`config.mk`:
```
export PLATFORM = sky130hd
export DESIGN_NAME = sample_sequencer
export DESIGN_NICKNAME = d
export VERILOG_FILES = /design/src/rtl/sample_sequencer.sv
export SDC_FILE = /design/constraint.sdc
export NUM_CORES = 1
export LEC_CHECK = 0
export ABC_AREA = 1
export BUFFER_PORTS_ARGS = -buffer_cell sky130_fd_sc_hd__buf_2
export CAP_MARGIN = 20
export CORE_MARGIN = 4
export CORE_UTILIZATION = 46
export DETAILED_ROUTE_END_ITERATION = 8
export MAX_ROUTING_LAYER = met4
export PLACE_DENSITY = 0.75
export SETUP_SLACK_MARGIN = 0.02
export SYNTH_ARGS = -nofsm -noshare
export SYNTH_HDL_FRONTEND = slang
export SYNTH_SLANG_ARGS = --single-unit
```
`constraint.sdc`:
```
create_clock -name clk -period 2.2 [get_ports clk]
set_input_delay 0.33 -clock clk [delete_from_list [all_inputs] [get_ports clk]]
set_output_delay 0.33 -clock clk [all_outputs]
set_load 0.01 [all_outputs]
```
`src/rtl/sample_sequencer.sv`:
```
// Tick-driven acquisition controller: starts the periodic timer, runs one req/ack
// handshake per tick, flags ack timeouts and counts ticks missed while busy.
module sample_sequencer #(
   parameter int unsigned TIMEOUT = 1000,
   parameter int unsigned MISS_W  = 8
) (
   input  logic              clk,
   input  logic              reset,
   input  logic              enable,
   input  logic              tick,
   output logic              t_start,
   output logic              t_restart,
   output logic              req,
   input  logic              ack,
   output logic              done,
   output logic              busy,
   output logic [MISS_W-1:0] overrun_cnt,
   output logic              timeout_err
);

   localparam int unsigned CNT_W = $clog2(TIMEOUT + 1);
   localparam logic [CNT_W-1:0] CNT_LAST = CNT_W'(TIMEOUT - 1);
   localparam logic [CNT_W-1:0] CNT_MAX  = {CNT_W{1'b1}};
   localparam logic [MISS_W-1:0] MISS_MAX = {MISS_W{1'b1}};

   typedef enum logic [1:0] {IDLE, ARM, WAIT_TICK, REQ} state_t;

   state_t             state_q, state_d;
   logic [CNT_W-1:0]   cnt_q, cnt_d;
   logic               t_start_d, t_restart_d, req_d, done_d, busy_d, err_d;
   logic [MISS_W-1:0]  overrun_d;

   // State, handshake counter and every output register
   always_ff @(posedge clk) begin
      if (reset) begin
         state_q     <= IDLE;
         cnt_q       <= '0;
         t_start     <= 1'b0;
         t_restart   <= 1'b0;
         req         <= 1'b0;
         done        <= 1'b0;
         busy        <= 1'b0;
         overrun_cnt <= '0;
         timeout_err <= 1'b0;
      end else begin
         state_q     <= state_d;
         cnt_q       <= cnt_d;
         t_start     <= t_start_d;
         t_restart   <= t_restart_d;
         req         <= req_d;
         done        <= done_d;
         busy        <= busy_d;
         overrun_cnt <= overrun_d;
         timeout_err <= err_d;
      end
   end

   // Next state and next values of the registered outputs
   always_comb begin
      state_d     = state_q;
      cnt_d       = cnt_q;
      t_start_d   = 1'b0;
      t_restart_d = 1'b0;
      req_d       = 1'b0;
      done_d      = 1'b0;
      busy_d      = 1'b0;
      overrun_d   = overrun_cnt;
      err_d       = timeout_err;

      case (state_q)
         IDLE: begin
            if (enable) begin
               state_d   = ARM;
               t_start_d = 1'b1;
            end
         end
         ARM: begin
            state_d = WAIT_TICK;
         end
         WAIT_TICK: begin
            if (!enable) begin
               state_d     = IDLE;
               t_restart_d = 1'b1;
            end else if (tick) begin
               state_d = REQ;
               req_d   = 1'b1;
               busy_d  = 1'b1;
               cnt_d   = '0;
            end
         end
         REQ: begin
            req_d  = 1'b1;
            busy_d = 1'b1;
            if (cnt_q != CNT_MAX) cnt_d = cnt_q + CNT_W'(1);
            if (ack && tick && enable) begin
               // back-to-back: the coincident tick opens the next handshake
               done_d = 1'b1;
               cnt_d  = '0;
            end else if (ack) begin
               done_d = 1'b1;
               req_d  = 1'b0;
               busy_d = 1'b0;
               if (enable) begin
                  state_d = WAIT_TICK;
               end else begin
                  state_d     = IDLE;
                  t_restart_d = 1'b1;
               end
            end else if (cnt_q == CNT_LAST) begin
               req_d       = 1'b0;
               busy_d      = 1'b0;
               err_d       = 1'b1;
               t_restart_d = 1'b1;
               state_d     = enable ? WAIT_TICK : IDLE;
               if (tick && overrun_cnt != MISS_MAX) overrun_d = overrun_cnt + MISS_W'(1);
            end else if (tick) begin
               if (overrun_cnt != MISS_MAX) overrun_d = overrun_cnt + MISS_W'(1);
            end
         end
         default: begin
            state_d = IDLE;
         end
      endcase
   end

endmodule
```
==> run summary, run 1 <==
STA
-------------------------------------------------------------------------------------------------
Post-layout minimum cycle time .....................................................      1.63 ns
Pins over their slew limit .........................................................            0
Setup slack of the critical path after layout ......................................     0.574 ns
Slew at the pin closest to its max-slew limit ......................................     0.469 ns
Highest clock rate .................................................................    0.615 GHz
Max-slew headroom ..................................................................        68.8%
Unrepaired setup endpoints after global routing ....................................           no
Final hold violation count .........................................................            0
Total negative setup slack .........................................................         0 ns
Final setup violation count ........................................................            0
Share of the cycle needed by the critical path after routing .......................        73.9%
Worst Clk Skew .....................................................................   0.00203 ns

GLOBAL ROUTE
-------------------------------------------------------------------------------------------------
Global-route wire length before repair .............................................      5.46 mm
Vias in the first global route .....................................................         1295
Pin count of the biggest net entering global routing ...............................           16
Leftover overflow at the end of global routing .....................................            0
Global Route Usage Sum .............................................................        16.6%
Number of antenna violations at the first check in global routing ..................            0

WORST SETUP PATH
-------------------------------------------------------------------------------------------------
Most numerous cell on the critical path ............................................ sky130_fd_sc_hd__nand2_1
Slowest cell on the critical path .................................................. sky130_fd_sc_hd__a21oi_2
Critical path, cell by cell ........................................................ ha_1 -> nand2_1 -> nor2_1 -> a21oi_2 -> inv_1 -> nand2_1 -> a21oi_1
Data arrival time of the critical path .............................................      1.84 ns
CP Class ........................................................................... register to register
Critical path's largest stage delay ................................................      0.39 ns
Max FO, Critical Path ..............................................................           12
Required time worst endpoint .......................................................      2.42 ns
Critical Path Sink Type ............................................................     register
Startpoint type of the worst setup path ............................................     register

DIE
-------------------------------------------------------------------------------------------------
Total I/O pin count ................................................................           19
Effective utilization at floorplan .................................................        47.5%
Die extent in x ....................................................................      63.9 um
Floorplan die height ...............................................................      63.9 um
Die outline area ...................................................................     4080 um2
Core box area ......................................................................     3030 um2
Standard-cell rows .................................................................           20

ROUTE
-------------------------------------------------------------------------------------------------
Iteration count of the initial detailed-routing pass ...............................            4
Detailed-route wire length per cell ................................................      10.1 um
Remaining number of nets flagged by the antenna check after routing ................            0
Via count ..........................................................................         1410
DRC violation count after routing ..................................................            0
Detailed router's first-iteration violation count ..................................           39
Total length of routed wires .......................................................      2.97 mm
Routed vias/inst ...................................................................         4.78

SYNTH
-------------------------------------------------------------------------------------------------
Syn Std Cell Area ..................................................................     1440 um2
Flops & latches, synth .............................................................           25
Gate count after technology mapping ................................................          233
Number of distinct library cell variants in the gate-level netlist after synthesis .           24
Register area share after synthesis ................................................        34.8%
Count of warnings emitted by yosys .................................................            0
Mapped Avg Cell Area ...............................................................     6.17 um2
Post-Syn Nets ......................................................................          240

PLACEMENT
-------------------------------------------------------------------------------------------------
DP Area ............................................................................     1560 um2
GP Congestion ......................................................................        0.937
HPWL reported at the end of detailed placement .....................................      2.23 mm
Setup slack after placement ........................................................     0.587 ns
Count of buffers from port buffering ...............................................           18

LAYOUT
-------------------------------------------------------------------------------------------------
Net total in the final layout ......................................................          259
Finished layout cell area ..........................................................     1590 um2
Proportion of layout cells with a drive suffix above 1 .............................        12.0%
Antenna diode count ................................................................            0
Layout Area Growth over Synthesis ..................................................        10.3%

RUN
-------------------------------------------------------------------------------------------------
Count of maximum capacitance violations ............................................            0

CLOCK TREE
-------------------------------------------------------------------------------------------------
Buffer levels on the longest clock path ............................................            2
Root buffer cell ................................................................... sky130_fd_sc_hd__clkbuf_4
Setup fix buffers added after clock tree synthesis .................................            0
Clock latency of the later-clocked register in the worst-skew pair .................      0.32 ns
Number of buffers added by the clock tree synthesis step ...........................            3
Number of gates resized after CTS ..................................................            0
Post-cts hold buffer count .........................................................            0
Number of H-tree levels ............................................................            1
TritonCTS clock tree ...............................................................          yes
Clock slew at the register clock pins of the worst setup and hold paths ............      0.13 ns
Number of sinks handled by clock tree synthesis ....................................           25

POWER
-------------------------------------------------------------------------------------------------
Ratio of total power to cell area ..................................................   487 nW/um2
Leakage power ......................................................................     0.748 nW
Highest ir drop seen on vdd ........................................................     0.360 mV

MIN PATH
-------------------------------------------------------------------------------------------------
Worst Hold Class ................................................................... input port to register

RUN STATUS
-------------------------------------------------------------------------------------------------
Status ............................................................................. finished, final reports clean

registers in the layout (all words and copies together), names as in the netlist:
name,cells
t_restart,1
state_q,2
t_start,1
cnt_q,10
done,1
timeout_err,1
busy,1
overrun_cnt,8
area by class of cell:
type | instances | area, um2
flip-flops and latches | 25 | 500
inverters | 35 | 131
clock buffers | 3 | 22.5
repair buffers | 18 | 90.1
clock inverters | 1 | 7.51
fillers | 313 | 1440
well taps | 44 | 55.1
multi-input cells | 169 | 778
final timing paths:
| path | startpoint | cells after the start | endpoint | slack, ns |
|---|---|---|---|---|
| worst min-delay path | enable | 3 | state_q[1]$_SDFFE_PP0P_ | 0.30 |
| worst max-delay path | overrun_cnt[0]$_SDFFE_PP0P_ | 7 | overrun_cnt[2]$_SDFFE_PP0P_ | 0.57 |
| worst max register to register | overrun_cnt[0]$_SDFFE_PP0P_ | 7 | overrun_cnt[2]$_SDFFE_PP0P_ | 0.57 |
| worst min register to register | timeout_err$_SDFFE_PP0P_ | 2 | timeout_err$_SDFFE_PP0P_ | 0.48 |
critical path, delay by kind of cell, from the launching register on:
family | cells | cell delay (ns)
and+or+nand+nor | 3 | 0.27
buffers and inverters | 1 | 0.19
adders and majority gates | 1 | 0.23
DFF | 1 | 0.37
AOI/OAI and AO/OA | 2 | 0.45
power by group:
part,switching (mW),internal [mW]
sequential,0.0111,0.464
clock,0.140,0.0696
combinational,0.0598,0.0282
total,0.211,0.562
through the flow:
stage / utilization (%) / instances / total power, mW / hold slack (ns)
floorplan: - / 233 / 0.548 / 0.400
global placement: 51.4 / 291 / 0.573 / 0.455
detailed placement: 51.4 / 291 / 0.574 / 0.462
CTS: 52.4 / 295 / 0.784 / 0.287
global route: 52.4 / 295 / 0.816 / 0.305
finish: 52.4 / 295 / 0.772 / 0.300
cell usage after synthesis, drive strengths merged:
| cell | n | area share [%] |
|---|---|---|
| inv | 35 | 9.1 |
| nor2 | 36 | 10 |
| a211oi | 1 | 0.52 |
| o21ai | 8 | 3.6 |
| or2 | 1 | 0.44 |
| nand4 | 3 | 1.3 |
| ha | 2 | 1.7 |
| nand3b | 1 | 0.52 |
| a21oi | 10 | 3.7 |
| dfxtp | 25 | 35 |
| nor3b | 1 | 0.87 |
| buf | 3 | 1.7 |
| nand3 | 21 | 7.3 |
| nor3 | 5 | 1.7 |
| clkbuf | 1 | 0.26 |
| nand2 | 77 | 20 |
| xor2 | 3 | 1.8 |
cell usage in the layout, fill, tap and decap left out, types with 2 or more instances in the layout:
| cell type | instances |
|---|---|
| sky130_fd_sc_hd__dfxtp_1 | 25 |
| sky130_fd_sc_hd__xor2_1 | 3 |
| sky130_fd_sc_hd__ha_1 | 2 |
| sky130_fd_sc_hd__nor2_1 | 34 |
| sky130_fd_sc_hd__nor3_1 | 5 |
| sky130_fd_sc_hd__nand2_1 | 75 |
| sky130_fd_sc_hd__clkbuf_4 | 3 |
| sky130_fd_sc_hd__inv_1 | 35 |
| sky130_fd_sc_hd__a21oi_1 | 9 |
| sky130_fd_sc_hd__nand4_1 | 3 |
| sky130_fd_sc_hd__nand2_2 | 2 |
| sky130_fd_sc_hd__nand3_1 | 21 |
| sky130_fd_sc_hd__buf_2 | 18 |
| sky130_fd_sc_hd__o21ai_0 | 7 |
metal layers:
metal | share of wire (%) | track usage [%]
met1 | 49 | 21.1
met2 | 45 | 25.9
met3 | 5.5 | 4.22
met4 | 0.81 | 5.12
met5 | 0 | -
kinds of logic after synthesis:
| logic type | Yosys count | synth area share, % |
|---|---|---|
| and+or+nand+nor | 145 | 42.7 |
| adders and majority gates | 2 | 1.74 |
| DFF | 25 | 34.8 |
| xor gates and xnor gates | 3 | 1.83 |
| AOI/OAI and AO/OA | 19 | 7.83 |
| buffers and inverters | 39 | 11.1 |
Power figures use the tool's default switching activity.
==> run 2, diff against run 1 <==
==> constraint.sdc (replaced) <==
create_clock -name clk -period 1.6 [get_ports clk]
set_input_delay 0.24 -clock clk [delete_from_list [all_inputs] [get_ports clk]]
set_output_delay 0.24 -clock clk [all_outputs]
set_load 0.01 [all_outputs]
==> run summary, run 2 (synthesized netlist as in run 1, its figures left out) <==
MIN PATH
--------------------------------------------------------------------------------------
Source of the worst hold timing path ....................................       enable   unchanged
Worst Hold Class ........................................................ input port to register   unchanged
Hold depth ..............................................................            3   unchanged
Worst min-delay path endpoint ........................................... state_q[1]$_SDFFE_PP0P_   unchanged

WORST SETUP PATH
--------------------------------------------------------------------------------------
Startpoint type of the worst setup path .................................     register   unchanged
Critical path, cell by cell ............................................. inv_1 -> o21ai_4 -> inv_1 -> nor2_4 -> nand2_1 -> nor2_1 -> nor2_1   was ha_1 -> nand2_1 -> nor2_1 -> a21oi_2 -> inv_1 -> nand2_1 -> a21oi_1
Worst path top cell family by delay .....................................   flip-flops   was compound AO/OA/AOI/OAI gates
Worst reg-to-reg path cell count ........................................            7   unchanged
Required time worst endpoint ............................................      1.85 ns   was 2.42 ns
Data arrival time of the critical path ..................................      1.70 ns   was 1.84 ns
CP Class ................................................................ register to register   unchanged
Slowest cell on the critical path ....................................... sky130_fd_sc_hd__dfxtp_1   was sky130_fd_sc_hd__a21oi_2
Max FO, Critical Path ...................................................            7   was 12
CP Buf/Inv Count ........................................................            2   was 1
Reg-to-reg critical path endpoint ....................................... cnt_q[8]$_SDFFE_PP0P_   was overrun_cnt[2]$_SDFFE_PP0P_
Register-to-register path setup slack ...................................      0.15 ns   was 0.57 ns
Critical Path Sink Type .................................................     register   unchanged
Critical path's largest stage delay .....................................      0.45 ns   was 0.39 ns
R2R Path Start .......................................................... state_q[1]$_SDFFE_PP0P_   was overrun_cnt[0]$_SDFFE_PP0P_

LAYOUT
--------------------------------------------------------------------------------------
Proportion of layout cells with a drive suffix above 1 ..................        15.6%   was 12.0%
Register with the most flip-flops .......................................        cnt_q   unchanged
Antenna diode count .....................................................            0   unchanged
Number of flip-flops in the largest register ............................           10   unchanged
Commonest cells after routing, fill and taps aside ...................... 74 x sky130_fd_sc_hd__nand2_1, 34 x sky130_fd_sc_hd__inv_1, 33 x sky130_fd_sc_hd__nor2_1   was 75 x sky130_fd_sc_hd__nand2_1, 35 x sky130_fd_sc_hd__inv_1, 34 x sky130_fd_sc_hd__nor2_1
Net total in the final layout ...........................................          264   was 259
Layout Area Growth over Synthesis .......................................        13.7%   was 10.3%
Number of filler cells placed in the layout .............................          301   was 313
Most common cell after layout, fill and taps aside ...................... sky130_fd_sc_hd__nand2_1   unchanged
Number of cells in the finished layout apart from fillers ...............          300   was 295
Largest registers ranked by flip-flop count ............................. cnt_q (10), overrun_cnt (8), state_q (2)   unchanged
Finished layout cell area ...............................................     1630 um2   was 1590 um2

DIE
--------------------------------------------------------------------------------------
Core box area ...........................................................     3030 um2   unchanged
Total I/O pin count .....................................................           19   unchanged
Die outline area ........................................................     4080 um2   unchanged
Floorplan die height ....................................................      63.9 um   unchanged
Die extent in x .........................................................      63.9 um   unchanged
Effective utilization at floorplan ......................................        47.5%   unchanged
Standard-cell rows ......................................................           20   unchanged

PLACEMENT
--------------------------------------------------------------------------------------
Count of buffers from port buffering ....................................           18   unchanged
Cell count after placement ..............................................          296   was 291
Setup slack after placement .............................................     0.134 ns   was 0.587 ns
HPWL reported at the end of detailed placement ..........................      2.27 mm   was 2.23 mm
DP Area .................................................................     1590 um2   was 1560 um2
GP Congestion ...........................................................        0.935   was 0.937

STA
--------------------------------------------------------------------------------------
Pins over their slew limit ..............................................            0   unchanged
Final hold violation count ..............................................            0   unchanged
Worst Clk Skew ..........................................................   0.00861 ns   was 0.00203 ns
Total negative setup slack ..............................................         0 ns   unchanged
Slew at the pin closest to its max-slew limit ...........................     0.293 ns   was 0.469 ns
Highest clock rate ......................................................    0.689 GHz   was 0.615 GHz
Max-slew headroom .......................................................        80.3%   was 68.8%
Final setup violation count .............................................            0   unchanged
Setup slack of the critical path after layout ...........................     0.149 ns   was 0.574 ns
Share of the cycle needed by the critical path after routing ............        90.7%   was 73.9%
Post-layout minimum cycle time ..........................................      1.45 ns   was 1.63 ns
Unrepaired setup endpoints after global routing .........................           no   unchanged

CLOCK TREE
--------------------------------------------------------------------------------------
Number of buffers added by the clock tree synthesis step ................            3   unchanged
Number of H-tree levels .................................................            1   unchanged
Clock slew at the register clock pins of the worst setup and hold paths .      0.14 ns   was 0.13 ns
Root buffer cell ........................................................ sky130_fd_sc_hd__clkbuf_4   unchanged
TritonCTS clock tree ....................................................          yes   unchanged
Post-cts hold buffer count ..............................................            0   unchanged
Buffer levels on the longest clock path .................................            2   unchanged
Number of sinks handled by clock tree synthesis .........................           25   unchanged
Clock latency of the later-clocked register in the worst-skew pair ......      0.34 ns   was 0.32 ns

POWER
--------------------------------------------------------------------------------------
Switching part of the total power .......................................        28.3%   was 27.3%
Ratio of total power to cell area .......................................   671 nW/um2   was 487 nW/um2
Leakage power ...........................................................     0.778 nW   was 0.748 nW
Share of total power in the clock network ...............................        28.6%   was 27.1%
Highest ir drop seen on vdd .............................................     0.617 mV   was 0.360 mV
Internal power of the cells .............................................       785 uW   was 562 uW
Sequential fraction of design power .....................................        59.2%   was 61.5%
Sw Pwr ..................................................................       311 uW   was 211 uW
Combinational Power Share ...............................................        12.3%   was 11.4%

GLOBAL ROUTE
--------------------------------------------------------------------------------------
Pin count of the biggest net entering global routing ....................           17   was 16
Global Route Usage Sum ..................................................        16.9%   was 16.6%
Leftover overflow at the end of global routing ..........................            0   unchanged
Number of antenna violations at the first check in global routing .......            0   unchanged
Global-route wire length before repair ..................................      5.40 mm   was 5.46 mm
Vias in the first global route ..........................................         1253   was 1295

RUN STATUS
--------------------------------------------------------------------------------------
Status .................................................................. finished, final reports clean   unchanged

ROUTE
--------------------------------------------------------------------------------------
Total length of routed wires ............................................      2.94 mm   was 2.97 mm
Remaining number of nets flagged by the antenna check after routing .....            0   unchanged
Iteration count of the initial detailed-routing pass ....................            4   unchanged
Detailed-route wire length per cell .....................................      9.80 um   was 10.1 um
Detailed router's first-iteration violation count .......................           69   was 39
DRC violation count after routing .......................................            0   unchanged
Routed vias/inst ........................................................         4.66   was 4.78
Via count ...............................................................         1399   was 1410

RUN
--------------------------------------------------------------------------------------
Count of maximum capacitance violations .................................            0   unchanged

-- run 2: cell types whose count changed in the layout (fill, tap and decap cells not counted), sizes merged --
cell | previous run | this run
buf | 18 | 23
clkinvlp | 1 | 0
inv | 35 | 36
-- run 2: worst max-delay path by stage --
stage                                     start                     endpoint  slack, ns  depth (start not counted)
floorplan           overrun_cnt[0]$_SDFFE_PP0P_  overrun_cnt[0]$_SDFFE_PP0P_       0.26                          7
global placement    overrun_cnt[0]$_SDFFE_PP0P_  overrun_cnt[7]$_SDFFE_PP0P_       0.15                          8
detailed placement  overrun_cnt[0]$_SDFFE_PP0P_  overrun_cnt[7]$_SDFFE_PP0P_       0.13                          8
CTS                 overrun_cnt[0]$_SDFFE_PP0P_  overrun_cnt[7]$_SDFFE_PP0P_       0.08                          8
global route        overrun_cnt[0]$_SDFFE_PP0P_  overrun_cnt[4]$_SDFFE_PP0P_       0.02                          8
finish                  state_q[1]$_SDFFE_PP0P_        cnt_q[8]$_SDFFE_PP0P_       0.15                          7
-- run 2: power groups by stage --
stage / clock [mW] / combinational (mW) / sequential, mW
finish: 0.313 / 0.134 / 0.648
global route: 0.361 / 0.156 / 0.651
CTS: 0.331 / 0.134 / 0.650
detailed placement: 0 / 0.134 / 0.663
global placement: 0 / 0.133 / 0.663
floorplan: 0 / 0.0875 / 0.666
-- run 2: timing repair --
action                     4_1_cts  5_1_grt
setup endpoints to repair        0        7
setup buffers                    0        0
resized for setup                0        6
-- run 2: area by class of cell --
class	count	area, um2	share of cell area, %
clock buffer	3	22.5	1.38
clock inverter	1	8.76	0.536
inverter	35	131	8.04
multi-input combinational	169	783	47.9
sequential	25	505	30.9
tap	44	55.1	3.37
timing repair buffer	23	128	7.81
-- run 2: stage by stage --
stage,hold slack [ns],total power [mW],utilization [%]
global placement,0.460,0.796,52.6
finish,0.196,1.10,54.0
global route,0.197,1.17,54.0
CTS,0.183,1.12,53.6
detailed placement,0.463,0.797,52.6
floorplan,0.310,0.754,-
-- run 2: worst reg2reg max path: stages (launching register included) --
cell                      delay, ns
sky130_fd_sc_hd__dfxtp_1       0.45
sky130_fd_sc_hd__inv_1         0.14
sky130_fd_sc_hd__o21ai_4       0.25
sky130_fd_sc_hd__inv_1         0.10
sky130_fd_sc_hd__nor2_4        0.21
sky130_fd_sc_hd__nand2_1       0.10
sky130_fd_sc_hd__nor2_1        0.09
sky130_fd_sc_hd__nor2_1        0.04
-- run 2: layer usage --
| metal | GRT usage (%) | vias to the layer above | routed length, um |
|---|---|---|---|
| li1 | - | 767 | - |
| met1 | 21.0 | 600 | 1470 |
| met2 | 27.2 | 28 | 1300 |
| met3 | 2.11 | 4 | 105 |
| met4 | 8.09 | 0 | 65 |
| met5 | - | - | 0 |
==> run 3, diff against run 2 <==
--- a/config.mk
+++ b/config.mk
@@ -10,6 +10,7 @@
 export CAP_MARGIN = 20
 export CORE_MARGIN = 4
 export CORE_UTILIZATION = 46
+export CTS_BUF_LIST = sky130_fd_sc_hd__clkbuf_8
 export DETAILED_ROUTE_END_ITERATION = 8
 export MAX_ROUTING_LAYER = met4
 export PLACE_DENSITY = 0.75
==> run summary, run 3 (synthesized netlist as in run 1, its figures left out) <==
RUN STATUS
--------------------------------------------------------------------------------------
Status .................................................................. finished, final reports clean   unchanged

ROUTE
--------------------------------------------------------------------------------------
Routed vias/inst ........................................................         4.71   was 4.66
Detailed router's first-iteration violation count .......................           73   was 69
Via count ...............................................................         1413   was 1399
Total length of routed wires ............................................      2.97 mm   was 2.94 mm
Remaining number of nets flagged by the antenna check after routing .....            0   unchanged
Iteration count of the initial detailed-routing pass ....................            4   unchanged
DRC violation count after routing .......................................            0   unchanged
Detailed-route wire length per cell .....................................      9.91 um   was 9.80 um

GLOBAL ROUTE
--------------------------------------------------------------------------------------
Vias in the first global route ..........................................         1239   was 1253
Leftover overflow at the end of global routing ..........................            0   unchanged
Pin count of the biggest net entering global routing ....................           17   unchanged
Global-route wire length before repair ..................................      5.39 mm   was 5.40 mm
Global Route Usage Sum ..................................................        16.8%   was 16.9%
Number of antenna violations at the first check in global routing .......            0   unchanged

MIN PATH
--------------------------------------------------------------------------------------
Worst Hold Class ........................................................ input port to register   unchanged
Hold depth ..............................................................            3   unchanged
Source of the worst hold timing path ....................................       enable   unchanged
Worst min-delay path endpoint ........................................... state_q[1]$_SDFFE_PP0P_   unchanged

STA
--------------------------------------------------------------------------------------
Pins over their slew limit ..............................................            0   unchanged
Final hold violation count ..............................................            0   unchanged
Total negative setup slack ..............................................         0 ns   unchanged
Final setup violation count .............................................            0   unchanged
Slew at the pin closest to its max-slew limit ...........................     0.297 ns   was 0.293 ns
Max-slew headroom .......................................................        80.0%   was 80.3%
Post-layout minimum cycle time ..........................................      1.45 ns   about the same
Setup slack of the critical path after layout ...........................     0.146 ns   was 0.149 ns
Highest clock rate ......................................................    0.688 GHz   was 0.689 GHz
Share of the cycle needed by the critical path after routing ............        90.8%   was 90.7%
Worst Clk Skew ..........................................................   0.00335 ns   was 0.00861 ns
Unrepaired setup endpoints after global routing .........................          yes   was no

LAYOUT
--------------------------------------------------------------------------------------
Commonest cells after routing, fill and taps aside ...................... 74 x sky130_fd_sc_hd__nand2_1, 34 x sky130_fd_sc_hd__inv_1, 33 x sky130_fd_sc_hd__nor2_1   unchanged
Most common cell after layout, fill and taps aside ...................... sky130_fd_sc_hd__nand2_1   unchanged
Register with the most flip-flops .......................................        cnt_q   unchanged
Proportion of layout cells with a drive suffix above 1 ..................        15.6%   unchanged
Number of flip-flops in the largest register ............................           10   unchanged
Finished layout cell area ...............................................     1650 um2   was 1630 um2
Antenna diode count .....................................................            0   unchanged
Layout Area Growth over Synthesis .......................................        14.8%   was 13.7%
Largest registers ranked by flip-flop count ............................. cnt_q (10), overrun_cnt (8), state_q (2)   unchanged
Net total in the final layout ...........................................          264   unchanged
Core occupancy in the finished layout ...................................        54.5%   was 54.0%

WORST SETUP PATH
--------------------------------------------------------------------------------------
Reg-to-reg critical path endpoint ....................................... overrun_cnt[4]$_SDFFE_PP0P_   was cnt_q[8]$_SDFFE_PP0P_
Register-to-register path setup slack ...................................      0.15 ns   about the same
Max FO, Critical Path ...................................................            6   was 7
Worst reg-to-reg path cell count ........................................            8   was 7
Startpoint type of the worst setup path .................................     register   unchanged
Data arrival time of the critical path ..................................      1.66 ns   was 1.70 ns
R2R Path Start .......................................................... overrun_cnt[0]$_SDFFE_PP0P_   was state_q[1]$_SDFFE_PP0P_
CP Class ................................................................ register to register   unchanged
Required time worst endpoint ............................................      1.81 ns   was 1.85 ns
Critical Path Sink Type .................................................     register   unchanged

DIE
--------------------------------------------------------------------------------------
Die outline area ........................................................     4080 um2   unchanged
Floorplan die height ....................................................      63.9 um   unchanged
Effective utilization at floorplan ......................................        47.5%   unchanged
Die extent in x .........................................................      63.9 um   unchanged
Core box area ...........................................................     3030 um2   unchanged
Standard-cell rows ......................................................           20   unchanged
Total I/O pin count .....................................................           19   unchanged

PLACEMENT
--------------------------------------------------------------------------------------
Count of buffers from port buffering ....................................           18   unchanged
HPWL reported at the end of detailed placement ..........................      2.27 mm   unchanged
GP Congestion ...........................................................        0.935   unchanged
DP Area .................................................................     1590 um2   unchanged
Setup slack after placement .............................................     0.134 ns   unchanged

POWER
--------------------------------------------------------------------------------------
Highest ir drop seen on vdd .............................................     0.686 mV   was 0.617 mV
Ratio of total power to cell area .......................................   720 nW/um2   was 671 nW/um2
Overall power consumption ...............................................      1.19 mW   was 1.10 mW
Leakage power ...........................................................     0.786 nW   was 0.778 nW

CLOCK TREE
--------------------------------------------------------------------------------------
Setup fix buffers added after clock tree synthesis ......................            0   unchanged
Number of buffers added by the clock tree synthesis step ................            3   unchanged
Buffer levels on the longest clock path .................................            2   unchanged
Number of sinks handled by clock tree synthesis .........................           25   unchanged
TritonCTS clock tree ....................................................          yes   unchanged
Clock latency of the later-clocked register in the worst-skew pair ......      0.28 ns   was 0.34 ns
Post-cts hold buffer count ..............................................            0   unchanged
Root buffer cell ........................................................ sky130_fd_sc_hd__clkbuf_8   was sky130_fd_sc_hd__clkbuf_4
Clock slew at the register clock pins of the worst setup and hold paths .      0.09 ns   was 0.14 ns
Number of H-tree levels .................................................            1   unchanged

RUN
--------------------------------------------------------------------------------------
Count of maximum capacitance violations .................................            0   unchanged

## run 3: cell counts in the layout (fill, tap and decap cells not counted)
No cell type changed its count.
## run 3: worst max-delay path by stage
stage | start | end | slack, ns | depth (start not counted)
floorplan | overrun_cnt[0]$_SDFFE_PP0P_ | overrun_cnt[0]$_SDFFE_PP0P_ | 0.26 | 7
global placement | overrun_cnt[0]$_SDFFE_PP0P_ | overrun_cnt[7]$_SDFFE_PP0P_ | 0.15 | 8
detailed placement | overrun_cnt[0]$_SDFFE_PP0P_ | overrun_cnt[7]$_SDFFE_PP0P_ | 0.13 | 8
CTS | overrun_cnt[0]$_SDFFE_PP0P_ | overrun_cnt[4]$_SDFFE_PP0P_ | 0.08 | 8
global route | overrun_cnt[0]$_SDFFE_PP0P_ | overrun_cnt[4]$_SDFFE_PP0P_ | 0.02 | 8
finish | overrun_cnt[0]$_SDFFE_PP0P_ | overrun_cnt[4]$_SDFFE_PP0P_ | 0.15 | 8
## run 3: area by class of cell
cell class                      instances  area (um2)
Multi-Input combinational cell        169         783
Tap cell                               44        55.1
Inverter                               35         131
Sequential cell                        25         503
Fill cell                             298        1380
Clock buffer                            3        41.3
Timing Repair Buffer                   23         128
Clock inverter                          1        8.76
## run 3: timing repair
action / 4_1_cts / 5_1_grt
hold endpoints to repair: 0 / 0
setup endpoints to repair: 0 / 7
resized for setup: 0 / 5
## run 3: through the flow
stage                     hold slack (ns)  std cells
after floorplan                     0.310        233
after global placement              0.460        296
after detailed placement            0.463        296
after CTS                           0.263        300
after global routing                0.281        300
final                               0.262        300
## run 3: critical path, stage by stage (launching register included)
cell	delay, ns
sky130_fd_sc_hd__dfxtp_2	0.37
sky130_fd_sc_hd__ha_1	0.18
sky130_fd_sc_hd__nand2_1	0.11
sky130_fd_sc_hd__nor2_2	0.14
sky130_fd_sc_hd__a21oi_2	0.07
sky130_fd_sc_hd__buf_4	0.15
sky130_fd_sc_hd__inv_1	0.14
sky130_fd_sc_hd__nand2_1	0.07
sky130_fd_sc_hd__a21oi_1	0.13
## run 3: routing by layer
layer | vias up | part of all wire, % | track usage (%)
met4 | 0 | 2.2 | 7.28
met1 | 615 | 49 | 21.1
met3 | 4 | 3.6 | 2.11
met5 | - | 0 | -
li1 | 763 | - | -
met2 | 31 | 45 | 27.1
## run 3: power breakdown
part	internal, mW	switching (mW)
sequential	0.637	0.0118
clock	0.183	0.222
combinational	0.0462	0.0886
total	0.866	0.323
